<file path="src/rtl/serial_bit_feeder.sv">
// Parallel-to-serial feeder for the 10110 sequence detector: valid/ready word in, one bit out per
// enabled cycle. Define SER_PARITY_EN to append an even-parity bit after each word.
module serial_bit_feeder #(
  parameter int unsigned WIDTH     = 8,
  parameter int unsigned MSB_FIRST = 1
) (
  input  logic             clk,
  input  logic             rst,
  input  logic [WIDTH-1:0] din,
  input  logic             din_valid,
  output logic             din_ready,
  input  logic             shift_en,
  output logic             dout,
  output logic             dout_valid,
  output logic             busy
);

  localparam int unsigned     CntW    = (WIDTH > 1) ? $clog2(WIDTH) : 1;
  localparam logic [CntW-1:0] CntLast = CntW'(WIDTH - 1);

`ifdef SER_PARITY_EN
  typedef enum logic [1:0] {StIdle, StShift, StParity} state_e;
`else
  typedef enum logic [0:0] {StIdle, StShift} state_e;
`endif

  state_e           state_q, state_d;
  logic [WIDTH-1:0] sreg_q, sreg_d;
  logic [CntW-1:0]  cnt_q, cnt_d;
  logic             dout_q, dout_d;

  logic             first_bit, next_bit, last_bit, accept;
  logic [WIDTH-1:0] sreg_shifted;

  // The current bit always sits at the outgoing end of sreg_q; next_bit is its neighbour.
  always_comb begin
    if (MSB_FIRST != 0) begin
      first_bit    = din[WIDTH-1];
      next_bit     = sreg_q[WIDTH-2];
      sreg_shifted = {sreg_q[WIDTH-2:0], 1'b0};
    end else begin
      first_bit    = din[0];
      next_bit     = sreg_q[1];
      sreg_shifted = {1'b0, sreg_q[WIDTH-1:1]};
    end
  end

  assign last_bit = (cnt_q == CntLast);

`ifdef SER_PARITY_EN
  logic parity_q, parity_d;

  assign din_ready = rst & ((state_q == StIdle) | ((state_q == StParity) & shift_en));
`else
  assign din_ready = rst & ((state_q == StIdle) |
                            ((state_q == StShift) & last_bit & shift_en));
`endif

  assign accept = din_valid & din_ready;

  always_comb begin
    state_d = state_q;
    sreg_d  = sreg_q;
    cnt_d   = cnt_q;
    dout_d  = dout_q;
`ifdef SER_PARITY_EN
    parity_d = parity_q;
`endif
    if (accept) begin
      state_d = StShift;
      sreg_d  = din;
      cnt_d   = '0;
      dout_d  = first_bit;
`ifdef SER_PARITY_EN
      parity_d = ^din;
`endif
    end else begin
      unique case (state_q)
        StIdle: ;
        StShift: begin
          if (shift_en) begin
            if (!last_bit) begin
              sreg_d = sreg_shifted;
              cnt_d  = cnt_q + CntW'(1);
              dout_d = next_bit;
            end else begin
              sreg_d = '0;
              cnt_d  = '0;
`ifdef SER_PARITY_EN
              state_d = StParity;
              dout_d  = parity_q;
`else
              state_d = StIdle;
              dout_d  = 1'b0;
`endif
            end
          end
        end
`ifdef SER_PARITY_EN
        StParity: begin
          if (shift_en) begin
            state_d = StIdle;
            dout_d  = 1'b0;
          end
        end
`endif
        default: begin
          state_d = StIdle;
          dout_d  = 1'b0;
        end
      endcase
    end
  end

  always_ff @(posedge clk or negedge rst) begin
    if (!rst) begin
      state_q <= StIdle;
      sreg_q  <= '0;
      cnt_q   <= '0;
      dout_q  <= 1'b0;
    end else begin
      state_q <= state_d;
      sreg_q  <= sreg_d;
      cnt_q   <= cnt_d;
      dout_q  <= dout_d;
    end
  end

`ifdef SER_PARITY_EN
  always_ff @(posedge clk or negedge rst) begin
    if (!rst) begin
      parity_q <= 1'b0;
    end else begin
      parity_q <= parity_d;
    end
  end
`endif

  // dout_q is cleared on every return to idle, so it is already 0 whenever dout_valid is 0.
  assign dout       = dout_q;
  assign dout_valid = (state_q != StIdle);
  assign busy       = (state_q != StIdle);

endmodule

</file>
<file path="config.mk">
export PLATFORM = sky130hd
export DESIGN_NAME = serial_bit_feeder
export DESIGN_NICKNAME = d
export VERILOG_FILES = /design/src/rtl/serial_bit_feeder.sv
export SDC_FILE = /design/constraint.sdc
export NUM_CORES = 1
export LEC_CHECK = 0
export ABC_AREA = 1
export CORE_MARGIN = 2
export CORE_UTILIZATION = 50
export CTS_CLUSTER_DIAMETER = 60
export DETAILED_ROUTE_END_ITERATION = 16
export PLACE_DENSITY = 0.8
export SYNTH_ARGS = -nofsm -noshare
export SYNTH_HDL_FRONTEND = slang
export SYNTH_SLANG_ARGS = --single-unit
</file>
<file path="constraint.sdc">
create_clock -name clk -period 4.1 [get_ports clk]
set_clock_uncertainty 0.1 [all_clocks]
set_input_delay 0.82 -clock clk [delete_from_list [all_inputs] [get_ports clk]]
set_output_delay 0.82 -clock clk [all_outputs]
set_load 0.01 [all_outputs]
</file>
==> summary.md <==
| Metric | Value |
|---|---|
| Outcome | `completed` |
| First DRT Iteration DRCs | `31` |
| RD Place Congestion | `0.735` |
| RR Endpoint | `sreg_q[1]` |
| Adder-cell share of the synthesized area | `under 10%` |
| Clock slew seen by the registers of the worst setup and hold paths | `roughly 80 ps` |
| Post_cts resized | `0` |
| Hold_sp | `sreg_q[0]` |
| Vias in the first global route | `between 500 and 600` |
| Worst setup SP type | `input port` |
| Die width | `roughly 42 um` |
| Layout fillers | `roughly 110` |
| Xor and xnor area share after synthesis | `0%` |
| Nets | `124` |
| I/O pin count | `16` |
| Async S/R FF share, synth | `100%` |
| First-pass GRT wire length | `between 2000 and 2500 um` |
| Cell row count | `13` |
| Number of synthesized register bits | `12` |
| Relative slew slack | `68.8%` |
| Pwr dens | `519 mW/mm^2` |
| CP Depth | `4` |
| Die footprint | `between 0.0015 and 0.002 mm^2` |
| Fin cells | `approximately 120` |
| Compound-gate portion of the synthesized area | `1.06%` |
| R2r startpoint | `cnt_q[0]` |
| Placed cell areas | `approximately 850 um^2` |
| Synth Instances | `between 90 and 100` |
| R2R cell count | `8` |
| DP HPWL | `1020 um` |
| Post-synthesis mux area share | `0%` |
| Diodes inserted | `0` |
| Slowest stage delay, CP | `600 ps` |
| GRT overflow | `0` |
| Tcrit/Tclk final | `between 70% and 80%` |
| First-pass iteration count of the detailed router | `4` |
| Routed vias | `642` |
| R2R setup slack | `between 2000 and 2500 ps` |
| Fin crit period | `around 3200 ps` |
| Fin. Hold Viols | `0` |
| Count leader, synth | `nand2_1` |
| Critical Path AT | `about 2300 ps` |
| Largest family of logic cells by synthesized area | `simple AND/OR/NAND/NOR gates` |
| Commonest cells in the netlist | `nand2_1, dfrtp_1, inv_1, nand3_1, nand4_1` |
| Wire per inst | `11.4 um` |
| Crit-path cells | `clkdlybuf4s50_1 > nand2_2 > a21boi_0 > clkdlybuf4s50_1` |
| Post-synth EDFFs | `0` |
| Overall routing resource usage | `between 15 and 20%` |
| Setup crit end kind | `output pin` |
| Initial Utilization | `a little over half` |
| Number of CTS-inserted buffers | `3` |
| Slew Limit Fails | `0` |
| Yosys top cell by area | `dfrtp_1` |
| Residual DRC | `0` |
| Critical path's top delay family | `buffers and inverters` |
| Most frequent CP cell | `clkdlybuf4s50_1` |
| Initial antenna violation count | `0` |
| Fmax | `310 MHz` |
| Setup CP Type | `input port to output pin` |
| Pleak | `~0.5 nW` |
| H-tree levels | `1` |
| Skew-Pair Late Insertion Delay | `around 270 ps` |
| Post-CTS Setup Bufs | `0` |
| Clk root buf | `clkbuf_4` |
| Simple-gate area share of the yosys netlist | `between 40% and 50%` |
| Max Root-Sink Buffers | `2` |
| DRT antenna net count | `0` |
| Synth top area share | `between 40% and 50%` |
| Post-Route WL | `~1400 um` |
| Setup repair after global routing missed its margin | `false` |
| Syn_nets | `approximately 110` |
| CTS tree | `built` |
| Sum Neg Setup Slack | `0 ps` |
| Largest net degree at the start of global routing | `21` |
| IO Port Bufs | `15` |
| Share of cells above drive strength 1 | `7.41%` |
| Worst EP required | `roughly 3200 ps` |
| Hold WC Path Type | `register to register` |
| Maximum fanout along the worst path | `4` |
| Final Setup Violations | `0` |
| Worst Hold End | `sreg_q[0]` |
| Max-cap violation count | `0` |
| Clock sink count | `12` |
| Synth warnings | `0` |
| Distinct cells, synth | `14` |
| Hold path depth | `2` |
| Core Area | `between 0.001 and 0.0015 mm^2` |
| Hold_buf cts | `0` |
| Area grow syn2layout | `23.4%` |
| Synth area leaders | `dfrtp_1, nand2_1, nand3_1` |
| Dpl cells | `120` |
| Netlist Area Pre-Place | `707 um^2` |
| Tot Pwr | `around 0.45 mW` |
| Slowest stage cell, crit path | `clkdlybuf4s50_1` |
| Tightest Pin Transition | `approximately 470 ps` |
| Top_reg_cell synth | `dfrtp_1` |
| WP buf/inv | `2` |
| Final Cell Area | `872 um^2` |
| Sequential element share of the synthesized area | `between 40% and 50%` |
| Die height | `approximately 42 um` |
| Vias per cell | `about 5.2` |
| Worst VDD drop | `roughly 0.00025 V` |
| Syn Area/Cell | `roughly 7.5 um^2` |
[area by class of cell]
cell class	instances	area (um^2)	area share [%]
Clock buffer	3	22.5	2.58
Inverter	11	41.3	4.73
Multi-Input combinational cell	66	332	38.0
Sequential cell	12	300	34.4
Tap cell	15	18.8	2.15
Timing Repair Buffer	16	158	18.1
[cell usage in the layout (no fill, tap or decap), drive strengths merged]
| master | n |
|---|---|
| inv | 11 |
| ha | 2 |
| clkbuf | 3 |
| clkdlybuf4s50 | 15 |
| nand4 | 7 |
| a21boi | 1 |
| nand3 | 12 |
| nand2 | 43 |
| nor2 | 1 |
| buf | 1 |
| dfrtp | 12 |
[registers in the layout, indices dropped and copies added, names as in the netlist]
name and count:
busy 1, cnt_q 3, dout 1, sreg_q 7
[cells by family (layout without fill, tap and decap cells)]
| group | count (synthesis) | count (layout) |
|---|---|---|
| fa+ha+maj | 2 | 2 |
| simple gates | 63 | 63 |
| buf+inv | 16 | 30 |
| compound gates | 1 | 1 |
| flops | 12 | 12 |
[power by group]
group / internal [mW] / total, mW / switching [mW]
Combinational: 0.0833 / 0.185 / 0.102
Sequential: 0.164 / 0.194 / 0.0300
Clock: 0.0339 / 0.0730 / 0.0391
Total: 0.281 / 0.452 / 0.171
[worst reg2reg max path, delay by kind of cell (launching register included)]
family,cells,cell delay [ps]
fa+ha+maj,2,440
flops,1,400
simple gates,6,590
[routing by layer]
metal,share of wire (%),global-route usage [%]
met3,5.8,4.35
met4,0,1.94
met5,0,0
met2,49,29.4
met1,45,23.1
[how the worst max path moves through the flow]
stage | end | startpoint
global placement | din_ready | shift_en
finish | din_ready | shift_en
detailed placement | din_ready | shift_en
floorplan | din_ready | rst
global route | din_ready | shift_en
CTS | din_ready | shift_en
[stage by stage]
stage                     util (%)  setup WS [ps]  hold slack (ps)
after floorplan                  -           1810              369
after global placement        64.5            912              389
after detailed placement      64.5            861              389
after CTS                     66.2            863              406
after global routing          66.2            807              424
final                         66.2            870              406
(Power assumes the default switching activity.)
